==> config.mk <==
export PLATFORM = sky130hd
export DESIGN_NAME = snoop_bus_controller_flat
export DESIGN_NICKNAME = d
export VERILOG_FILES = /design/src/rtl/snoop_bus_controller_if.sv /design/src/rtl/snoop_bus_controller.sv /design/src/flat_wrapper.sv
export SDC_FILE = /design/constraint.sdc
export NUM_CORES = 1
export LEC_CHECK = 0
export CAP_MARGIN = 20
export CORE_MARGIN = 2
export CORE_UTILIZATION = 47
export CTS_CLUSTER_SIZE = 28
export DETAILED_ROUTE_END_ITERATION = 16
export PLACE_DENSITY = 0.87
export SYNTH_ARGS = -nofsm -noshare
export SYNTH_HDL_FRONTEND = slang
export SYNTH_SLANG_ARGS = --single-unit
==> constraint.sdc <==
create_clock -name clock -period 5.5 [get_ports clock]
set_input_delay 0.55 -clock clock [delete_from_list [all_inputs] [get_ports clock]]
set_output_delay 0.55 -clock clock [all_outputs]
set_load 0.02 [all_outputs]
==> src/rtl/snoop_bus_controller_if.sv <==
// Bus-side signal bundle for the snooping bus controller.
// Carries requester commands, snoop responses, memory port and completion.
// master = requesters/snoopers/memory side, slave = controller side.
interface snoop_bus_controller_if #(
  parameter int N_PROC = 3,
  parameter int ADDR_W = 5,
  parameter int DATA_W = 8
);
  logic [N_PROC-1:0]        req;
  logic [2*N_PROC-1:0]      req_op;
  logic [ADDR_W*N_PROC-1:0] req_addr;
  logic [DATA_W*N_PROC-1:0] req_data;
  logic [N_PROC-1:0]        gnt;
  logic [N_PROC-1:0]        done;
  logic                     bus_valid;
  logic [1:0]               bus_op;
  logic [ADDR_W-1:0]        bus_addr;
  logic [1:0]               bus_src;
  logic [N_PROC-1:0]        snoop_abort;
  logic [N_PROC-1:0]        snoop_shared;
  logic [DATA_W*N_PROC-1:0] snoop_wb_data;
  logic [ADDR_W-1:0]        mem_addr;
  logic                     mem_we;
  logic [DATA_W-1:0]        mem_wdata;
  logic [DATA_W-1:0]        mem_rdata;
  logic [DATA_W-1:0]        rsp_data;
  logic                     rsp_shared;

  modport master (
    output req, req_op, req_addr, req_data, snoop_abort, snoop_shared, snoop_wb_data, mem_rdata,
    input  gnt, done, bus_valid, bus_op, bus_addr, bus_src, mem_addr, mem_we, mem_wdata,
           rsp_data, rsp_shared
  );

  modport slave (
    input  req, req_op, req_addr, req_data, snoop_abort, snoop_shared, snoop_wb_data, mem_rdata,
    output gnt, done, bus_valid, bus_op, bus_addr, bus_src, mem_addr, mem_we, mem_wdata,
           rsp_data, rsp_shared
  );
endinterface

==> src/rtl/snoop_bus_controller.sv <==
// Round-robin MESI shared-bus controller: snoop broadcast, write-back, memory fetch, response.
// Latency: done 2 cycles (WM/INV), 3 (abort or WB), 4 (clean RD) after the IDLE sample cycle.
// Backpressure: one transaction at a time; other requesters hold req until their done.
module snoop_bus_controller #(
  parameter int N_PROC = 3,
  parameter int ADDR_W = 5,
  parameter int DATA_W = 8
) (
  input logic                   clock,
  input logic                   reset,
  snoop_bus_controller_if.slave bus
);
  typedef enum logic [2:0] {IDLE, SNOOP, WB, MEMR, MEMD, MEMW, RESP} state_t;

  localparam logic [1:0] OP_RD  = 2'd0;
  localparam logic [1:0] OP_WM  = 2'd1;
  localparam logic [1:0] OP_INV = 2'd2;
  localparam logic [1:0] OP_WB  = 2'd3;

  state_t              state;
  logic [1:0]          src;
  logic [1:0]          op;
  logic [ADDR_W-1:0]   addr_q;
  logic [DATA_W-1:0]   data_q;
  logic [1:0]          rr_ptr;
  logic                shared_q;

  logic                any_req;
  logic [1:0]          pick;
  logic [2:0]          cand;
  logic [N_PROC-1:0]   pick_oh;
  logic [N_PROC-1:0]   own;
  logic [N_PROC-1:0]   abort_m;
  logic [N_PROC-1:0]   shared_m;
  logic [DATA_W-1:0]   wb_sel;
  logic                shared_now;

  // Round-robin pick: first requester at or after rr_ptr (descending loop so the nearest wins).
  always_comb begin
    any_req = 1'b0;
    pick    = '0;
    cand    = '0;
    pick_oh = '0;
    for (int i = N_PROC - 1; i >= 0; i--) begin
      cand = {1'b0, rr_ptr} + 3'(i);
      if (cand >= 3'(N_PROC)) cand = cand - 3'(N_PROC);
      if (bus.req[cand[1:0]]) begin
        any_req = 1'b1;
        pick    = cand[1:0];
      end
    end
    pick_oh[pick] = 1'b1;
  end

  // Snoop response with the requester's own bits masked; lowest-index aborter supplies data.
  always_comb begin
    own       = '0;
    own[src]  = 1'b1;
    abort_m   = bus.snoop_abort & ~own;
    shared_m  = bus.snoop_shared & ~own;
    wb_sel    = '0;
    for (int i = N_PROC - 1; i >= 0; i--) begin
      if (abort_m[i]) wb_sel = bus.snoop_wb_data[DATA_W*i +: DATA_W];
    end
    shared_now = (op == OP_RD) && (|(abort_m | shared_m));
  end

  // Transaction FSM with all bus/memory/response outputs registered.
  always_ff @(posedge clock or posedge reset) begin
    if (reset) begin
      state          <= IDLE;
      src            <= '0;
      op             <= '0;
      addr_q         <= '0;
      data_q         <= '0;
      rr_ptr         <= '0;
      shared_q       <= 1'b0;
      bus.gnt        <= '0;
      bus.done       <= '0;
      bus.bus_valid  <= 1'b0;
      bus.bus_op     <= '0;
      bus.bus_addr   <= '0;
      bus.bus_src    <= '0;
      bus.mem_addr   <= '0;
      bus.mem_we     <= 1'b0;
      bus.mem_wdata  <= '0;
      bus.rsp_data   <= '0;
      bus.rsp_shared <= 1'b0;
    end else begin
      bus.bus_valid <= 1'b0;
      bus.done      <= '0;
      bus.mem_we    <= 1'b0;
      case (state)
        IDLE: begin
          if (any_req) begin
            src           <= pick;
            op            <= bus.req_op[2*pick +: 2];
            addr_q        <= bus.req_addr[ADDR_W*pick +: ADDR_W];
            data_q        <= bus.req_data[DATA_W*pick +: DATA_W];
            bus.gnt       <= pick_oh;
            bus.bus_valid <= 1'b1;
            bus.bus_op    <= bus.req_op[2*pick +: 2];
            bus.bus_addr  <= bus.req_addr[ADDR_W*pick +: ADDR_W];
            bus.bus_src   <= pick;
            state         <= SNOOP;
          end
        end
        SNOOP: begin
          shared_q <= shared_now;
          if ((op == OP_RD || op == OP_WM) && (|abort_m)) begin
            bus.mem_we    <= 1'b1;
            bus.mem_addr  <= addr_q;
            bus.mem_wdata <= wb_sel;
            bus.rsp_data  <= wb_sel;
            state         <= WB;
          end else if (op == OP_RD) begin
            bus.mem_addr <= addr_q;
            state        <= MEMR;
          end else if (op == OP_WB) begin
            bus.mem_we    <= 1'b1;
            bus.mem_addr  <= addr_q;
            bus.mem_wdata <= data_q;
            state         <= MEMW;
          end else begin
            bus.done       <= bus.gnt;
            bus.rsp_shared <= shared_now;
            state          <= RESP;
          end
        end
        WB, MEMW: begin
          bus.done       <= bus.gnt;
          bus.rsp_shared <= shared_q;
          state          <= RESP;
        end
        MEMR: state <= MEMD;
        MEMD: begin
          bus.rsp_data   <= bus.mem_rdata;
          bus.done       <= bus.gnt;
          bus.rsp_shared <= shared_q;
          state          <= RESP;
        end
        RESP: begin
          bus.gnt        <= '0;
          bus.rsp_shared <= 1'b0;
          rr_ptr         <= (src == 2'(N_PROC - 1)) ? 2'd0 : src + 2'd1;
          state          <= IDLE;
        end
        default: state <= IDLE;
      endcase
    end
  end
endmodule

==> src/flat_wrapper.sv <==
// flat-port wrapper written by rule: the top's interface ports become plain ports
module snoop_bus_controller_flat 
#(
  parameter int N_PROC = 3,
  parameter int ADDR_W = 5,
  parameter int DATA_W = 8
)
  (clock, reset, bus_req, bus_req_op, bus_req_addr, bus_req_data, bus_snoop_abort, bus_snoop_shared, bus_snoop_wb_data, bus_mem_rdata, bus_gnt, bus_done, bus_bus_valid, bus_bus_op, bus_bus_addr, bus_bus_src, bus_mem_addr, bus_mem_we, bus_mem_wdata, bus_rsp_data, bus_rsp_shared);
  snoop_bus_controller_if #(.N_PROC(N_PROC), .ADDR_W(ADDR_W), .DATA_W(DATA_W)) bus_i ();
  input logic clock;
  input logic reset;
  input wire logic [$bits(bus_i.req)-1:0] bus_req;
  input wire logic [$bits(bus_i.req_op)-1:0] bus_req_op;
  input wire logic [$bits(bus_i.req_addr)-1:0] bus_req_addr;
  input wire logic [$bits(bus_i.req_data)-1:0] bus_req_data;
  input wire logic [$bits(bus_i.snoop_abort)-1:0] bus_snoop_abort;
  input wire logic [$bits(bus_i.snoop_shared)-1:0] bus_snoop_shared;
  input wire logic [$bits(bus_i.snoop_wb_data)-1:0] bus_snoop_wb_data;
  input wire logic [$bits(bus_i.mem_rdata)-1:0] bus_mem_rdata;
  output wire logic [$bits(bus_i.gnt)-1:0] bus_gnt;
  output wire logic [$bits(bus_i.done)-1:0] bus_done;
  output wire logic [$bits(bus_i.bus_valid)-1:0] bus_bus_valid;
  output wire logic [$bits(bus_i.bus_op)-1:0] bus_bus_op;
  output wire logic [$bits(bus_i.bus_addr)-1:0] bus_bus_addr;
  output wire logic [$bits(bus_i.bus_src)-1:0] bus_bus_src;
  output wire logic [$bits(bus_i.mem_addr)-1:0] bus_mem_addr;
  output wire logic [$bits(bus_i.mem_we)-1:0] bus_mem_we;
  output wire logic [$bits(bus_i.mem_wdata)-1:0] bus_mem_wdata;
  output wire logic [$bits(bus_i.rsp_data)-1:0] bus_rsp_data;
  output wire logic [$bits(bus_i.rsp_shared)-1:0] bus_rsp_shared;
  assign bus_i.req = bus_req;
  assign bus_i.req_op = bus_req_op;
  assign bus_i.req_addr = bus_req_addr;
  assign bus_i.req_data = bus_req_data;
  assign bus_i.snoop_abort = bus_snoop_abort;
  assign bus_i.snoop_shared = bus_snoop_shared;
  assign bus_i.snoop_wb_data = bus_snoop_wb_data;
  assign bus_i.mem_rdata = bus_mem_rdata;
  assign bus_gnt = bus_i.gnt;
  assign bus_done = bus_i.done;
  assign bus_bus_valid = bus_i.bus_valid;
  assign bus_bus_op = bus_i.bus_op;
  assign bus_bus_addr = bus_i.bus_addr;
  assign bus_bus_src = bus_i.bus_src;
  assign bus_mem_addr = bus_i.mem_addr;
  assign bus_mem_we = bus_i.mem_we;
  assign bus_mem_wdata = bus_i.mem_wdata;
  assign bus_rsp_data = bus_i.rsp_data;
  assign bus_rsp_shared = bus_i.rsp_shared;
  snoop_bus_controller #(.N_PROC(N_PROC), .ADDR_W(ADDR_W), .DATA_W(DATA_W)) u_core (.clock(clock), .reset(reset), .bus(bus_i));
endmodule
# ---- Word level (Yosys, flattened, before mapping)
# Index checks and enable logic that the tools add are counted.
dict set report totals {
  reg_bits 53
  out_inout_bits 39
  elab_cells 127
}
dict set report op_classes {
  addsub 6
  n_mul 1
  n_lt_le_gt_ge 10
  eq_ne 15
  shift 3
  mux 52
  n_bitwise 4
  reduce_logical 21
}
# operator count
set ops {}
lappend ops {{$mux 8} 7}
lappend ops {{$shiftx 24x6->8} 1}
lappend ops {{$mux 3} 7}
lappend ops {{$mux 1} 17}
lappend ops {{$mux 2} 8}
lappend ops {{$pmux 8 s2} 1}
lappend ops {{$lt 2x3->1 const B} 5}
lappend ops {{$mux 5} 3}
lappend ops {{$shiftx 15x6->5} 1}
lappend ops {{$pmux 3 s2} 2}
lappend ops {{$pmux 3 s4} 1}
lappend ops {{$eq 3x3->1 const B} 3}
lappend ops {{$reduce_or 3->1} 3}
lappend ops {{$ne 2x2->1 const B} 4}
lappend ops {{$reduce_and 2->1} 4}
lappend ops {{$and 3x3->3} 2}
lappend ops {{$bmux 1 s2} 3}
lappend ops {{$eq 3x2->1 const B} 2}
lappend ops {{$ge 3x2->1 const B} 2}
lappend ops {{$reduce_bool 2->1} 3}
lappend ops {{$reduce_bool 3->1} 2}
lappend ops {{$shiftx 6x4->2} 1}
lappend ops {{$sub 2x2->2 const B} 3}
lappend ops {{$mul 3x2->5 const A} 1}
lappend ops {{other kinds (19)} 26}

# ---- Longest topological paths before layout
dict set report depth {
  word_depth 14
  ltp_mapped 11
  depth_no_buf 9
}

# ---- Worst setup path after synthesis
# OpenSTA, ideal clock, no wires.
dict set report synth_timing {
  path_kind {register -> register}
  from {reg u_core.rr_ptr[1]}
  to {reg u_core.addr_q[4]}
  setup_time_ns 0.123
  arrival_time_ns 2.073
  required_ns 5.377
  setup_slack_ns 3.304
  stages_incl_launch_ff 11
  n_path_buf 2
  synth_period_minus_slack_ns 2.196
  cell_sequence {dfrtp_1 -> inv_1 -> ha_1 -> buf_6 -> mux2_4 -> or3_4 -> a21oi_4 -> nor2_4 -> buf_2 -> a31oi_1 -> a21oi_1}
}
dict set report synth_between {
  elab_chain_cells 10
  word_cells_on_any_way 26
}
# item line
set synth_rtl {}
lappend synth_rtl {{start, declared} snoop_bus_controller.sv:25} ;# logic [1:0] rr_ptr;
lappend synth_rtl {{start signal, assigned} snoop_bus_controller.sv:145} ;# rr_ptr <= (src == 2'(N_PROC - 1)) ? 2'd0 : src + 2'd1;
lappend synth_rtl {{$add 2x2->3} snoop_bus_controller.sv:45} ;# cand = {1'b0, rr_ptr} + 3'(i);
lappend synth_rtl {{$ge 3x2->1 or $sub 2x2->2 (tied branches)} snoop_bus_controller.sv:46} ;# if (cand >= 3'(N_PROC)) cand = cand - 3'(N_PROC);
lappend synth_rtl {{$mux 2} snoop_bus_controller.sv:46}
lappend synth_rtl {{$bmux 1 s2} snoop_bus_controller.sv:47} ;# if (bus.req[cand[1:0]]) begin
lappend synth_rtl {{$mux 1 (not written as such)} snoop_bus_controller.sv:47}
lappend synth_rtl {{$mux 2 (3 in a row)} snoop_bus_controller.sv:47}
lappend synth_rtl {{$mul 3x2->5} snoop_bus_controller.sv:98} ;# addr_q <= bus.req_addr[ADDR_W*pick +: ADDR_W];
lappend synth_rtl {{$shiftx 15x6->5} snoop_bus_controller.sv:98}
lappend synth_rtl {{end signal, assigned} snoop_bus_controller.sv:98}
lappend synth_rtl {{end, declared} snoop_bus_controller.sv:23} ;# logic [ADDR_W-1:0] addr_q;
# Several ways; a longest one is shown, not always the timed one. The select of a mux whose other input is x is not followed.
# A chain may end at the register's enable or synchronous reset.

# ---- Worst setup path after layout
dict set report layout_timing {
  from {reg u_core.rr_ptr[1]}
  to {reg u_core.op[0]}
}
dict set report layout_between {
  elab_chain_cells 9
  word_cells_on_any_way 25
}
# item line
set layout_rtl {}
lappend layout_rtl {{$add 2x2->3} snoop_bus_controller.sv:45}
lappend layout_rtl {{$ge 3x2->1 or $sub 2x2->2 (tied branches)} snoop_bus_controller.sv:46}
lappend layout_rtl {{$mux 2} snoop_bus_controller.sv:46}
lappend layout_rtl {{$bmux 1 s2} snoop_bus_controller.sv:47}
lappend layout_rtl {{$mux 1 (not written as such)} snoop_bus_controller.sv:47}
lappend layout_rtl {{$mux 2 or $mux 1 (tied branches) (3 in a row)} snoop_bus_controller.sv:47}
lappend layout_rtl {{$shiftx 6x4->2 or $reduce_and 2->1 (tied branches)} n/a}
lappend layout_rtl {{end signal, assigned} snoop_bus_controller.sv:97} ;# op <= bus.req_op[2*pick +: 2];
lappend layout_rtl {{end, declared} snoop_bus_controller.sv:22} ;# logic [1:0] op;
# Several ways; a longest one is shown, not always the timed one. The select of a mux whose other input is x is not followed.

==> metrics.md <==
| Metric | Value |
|---|---|
| Outcome | finished clean |
| Final min period | 3025 ps |
| Post-Place Worst Slack | 2305 ps |
| Fillers | 495 |
| Pleak | 0.001926 uW |
| Drt drc | 0 |
| Multi-input gate area | 1549 um^2 |
| Final WL | 9029 um |
| Hold Path Depth | 1 |
| Slew Viols, Final | 0 |
| GPL Wtd Cong | 0.8423 |
| CP Launch Type | register |
| Final design utilization | 71.13% |
| Htree depth | 2 |
| Pin count of the biggest net entering global routing | 36 |
| Arr. time, crit path | 3250 ps |
| CP Class | reg -> reg |
| Final WS setup | 2475 ps |
| Req. time, crit path | 5720 ps |
| Mean post-synth cell area | 8.990 um^2 |
| Sequential area share after synthesis | 43.27% |
| Post-DP Area | 4332 um^2 |
| Clock transition at the registers of the reported paths | 90 ps |
| Met3 routed WL | 576 um |
| First-pass GRT wire length | 14370 um |
| Final Cell Area | 4491 um^2 |
| Critical path peak fanout | 24 |
| Compound-cell area share of the yosys netlist | 28.45% |
| Largest family of logic cells by synthesized area | compound AO/OA/AOI/OAI gates |
| Area leader, netlist | dfrtp_1 |
| Initial Util | 48.55% |
| I/O Buffers | 126 |
| Worst slew margin | 36.57% |
| Critical-path cell list | inv_1 -> ha_1 -> mux2i_1 -> o22ai_1 -> o21bai_1 -> o21ai_2 -> inv_2 -> o31a_1 -> a32oi_1 |
| CTS Buf Count | 5 |
| Vias in the first global route | 2992 |
| Worst IR Drop VDD | 355.4 uV |
| Final Net Count | 548 |
| Total grt overflow | 0 |
| Synth Cell Area | 3065 um^2 |
| Starting DRT DRC Count | 214 |
| HP Class | reg -> reg |
| Slew @ Worst Pin | 948.0 ps |
| Netlist cell types | 53 |
| Synth Net Count | 435 |
| Clk_skew | 11.98 ps |
| Max Root-Sink Buffers | 2 |
| CTS resizes | 0 |
| Pwr dens | 561.1 nW/um^2 |
| Wire per inst | 16.97 um |
| Fmax | 0.3306 GHz |
| Routed Antenna Nets | 0 |
| Top delay family on crit path | compound AO/OA/AOI/OAI gates |
| Post-CTS Hold Fix Bufs | 0 |
| Synthesized flop and latch total | 53 |
| Crit. path cell count | 9 |
| Synth Area in Adders | 2.449% |
| Root buf cell | clkbuf_8 |
| Uppermost layer routed | met4 |
| Vias | 3148 |
| Buffers & Inverters on Critical Path | 2 |
| MaxCap Viol Count | 0 |
| Yosys warns | 0 |
| Synth area leaders | dfrtp_1, a21o_1, o21ai_0 |
| I/O pin count | 127 |
| CTS Sinks | 53 |
| Layout cell share with drive strength beyond 1 | 7.033% |
| HPWL Detailed | 6698 um |
| Crit share post-route | 54.99% |
| Slowest cell on the critical path | o21ai_2 |
| Chip height | 84.76 um |
| Reg area | 1326 um^2 |
| Row cnt | 29 |
| Post-Synth XOR/XNOR Area | 0% |
| Setup repair after global routing missed its margin | false |
| Setup Viol. Count Final | 0 |
| Synth Instances | 341 |
| Clk_lat worst skew | 310 ps |
| Die X | 84.76 um |
| Final Hold Vio Count | 0 |
| DRT met1 WL | 3656 um |
| Area delta synth->final | 46.49% |
| CORE AREA | 6314 um^2 |
| CTS tree | yes |
| Die Area | 7184 um^2 |
| Worst r2r path cells | 9 |
| Mux cell area share after synthesis | 3.020% |
| Post-synthesis simple-gate area fraction | 16.49% |
| Drt pass-1 iters | 5 |
| Post-synth top area share | 43.27% |
| Setup_tns | 0 ps |
| Antenna cells | 0 |
| Average vias per placed instance | 5.917 |
| Element type at the critical path end | register |
| Crit-path max cell delay | 770 ps |
| GR Util All Layers | 24.91% |
| Initial antenna violation count | 0 |
| Post-CTS Setup Bufs | 0 |
| Met2 Routed Length | 4588 um |
==> report_power, final <==
group          switching (uW)  leakage [uW]  internal [uW]
Clock                     129     0.0000574            148
Combinational             839       0.00122            676
Sequential                158      0.000650            570
Total                    1130       0.00193           1390
==> state kept, by name, indices dropped and copies added (netlist names) <==
signal	cells
u_core.data_q	8
u_core.src	2
u_core.bus.rsp_shared	1
u_core.shared_q	1
u_core.op	2
u_core.rr_ptr	2
u_core.bus.rsp_data	8
u_core.bus.mem_wdata	8
u_core.bus.mem_addr	5
u_core.bus.bus_valid	1
u_core.state	3
u_core.addr_q	5
u_core.bus.done	3
u_core.bus.mem_we	1
u_core.bus.gnt	3
==> synth_stat cells, drive strengths merged <==
cell type,count
dfrtp,53
nand2,31
nor2,30
o21ai,25
a21o,23
a21oi,23
inv,19
buf,18
nand3,17
a31oi,14
a211oi,9
a222oi,8
o221ai,8
mux2,7
clkbuf,6
ha,6
nand2b,5
nor3,5
and3,4
nor2b,3
or3,3
a22oi,2
nand3b,2
o22a,2
o31a,2
o31ai,2
a2111oi,1
a221oi,1
a32oi,1
mux2i,1
nand4,1
nand4b,1
nor3b,1
o211ai,1
o21a,1
o21bai,1
o22ai,1
o32ai,1
or2,1
or3b,1
==> stage by stage <==
stage / total power, uW / hold slack, ps / cells
2_1_floorplan: 1689 / 458.9 / 341
3_3_place_gp: 2134 / 460.3 / 521
3_5_place_dp: 2178 / 465.4 / 522
4_1_cts: 2462 / 486.7 / 530
5_1_grt: 2692 / 516.1 / 532
6_report: 2520 / 482.5 / 532
==> kinds of logic (layout without fill, tap and decap cells) <==
kind of cell	after synthesis	after routing
AO/OA/AOI/OAI	126	126
multiplexers	8	8
buffers and inverters	43	157
flip-flops	53	53
adder cells (fa/ha/maj)	6	6
AND/OR/NAND/NOR	105	105
==> area by class of cell <==
type,instances,share of cell area [%]
flip-flops and latches,53,29.53
well taps,77,2.145
clock buffers,6,1.839
clock inverters,2,0.8359
inverters,19,1.588
repair buffers,130,29.56
multi-input cells,245,34.49
==> placed cells by master (no fill, tap or decap), types with 2 or more instances in the layout <==
master	n
or3_1	2
nand3_1	17
a22oi_1	2
nor3_1	4
clkdlybuf4s50_1	126
a21oi_1	21
a31oi_1	14
mux2_2	6
a222oi_1	8
and3_1	4
nand3b_1	2
o31a_1	2
ha_1	6
clkbuf_8	6
nor2_1	29
a21o_1	23
o21ai_2	2
o21ai_0	23
o22a_1	2
inv_2	2
dfrtp_1	53
o31ai_1	2
nor2b_1	3
nand2_1	30
inv_1	17
nand2b_1	5
o221ai_1	8
a211oi_1	9
==> layer usage <==
layer,up-vias,GRT usage (%)
li1,1475,-
met1,1511,33.00
met2,140,41.73
met3,22,4.228
met4,0,8.081
met5,-,0
==> worst paths after layout <==
check	start	to	slack, ps
worst max-delay path	u_core.rr_ptr[1]$_DFFE_PP0P_	u_core.op[0]$_DFFE_PP0P_	2480
worst min-delay path	u_core.bus.mem_wdata[3]$_DFFE_PP0P_	u_core.bus.mem_wdata[3]$_DFFE_PP0P_	480
worst max register to register	u_core.rr_ptr[1]$_DFFE_PP0P_	u_core.op[0]$_DFFE_PP0P_	2480
worst min register to register	u_core.bus.mem_wdata[3]$_DFFE_PP0P_	u_core.bus.mem_wdata[3]$_DFFE_PP0P_	480
max in group asynchronous	reset	u_core.bus.gnt[0]$_DFFE_PP0P_	4420
min in group asynchronous	reset	u_core.bus.mem_wdata[1]$_DFFE_PP0P_	560
(Power assumes the default switching activity.)
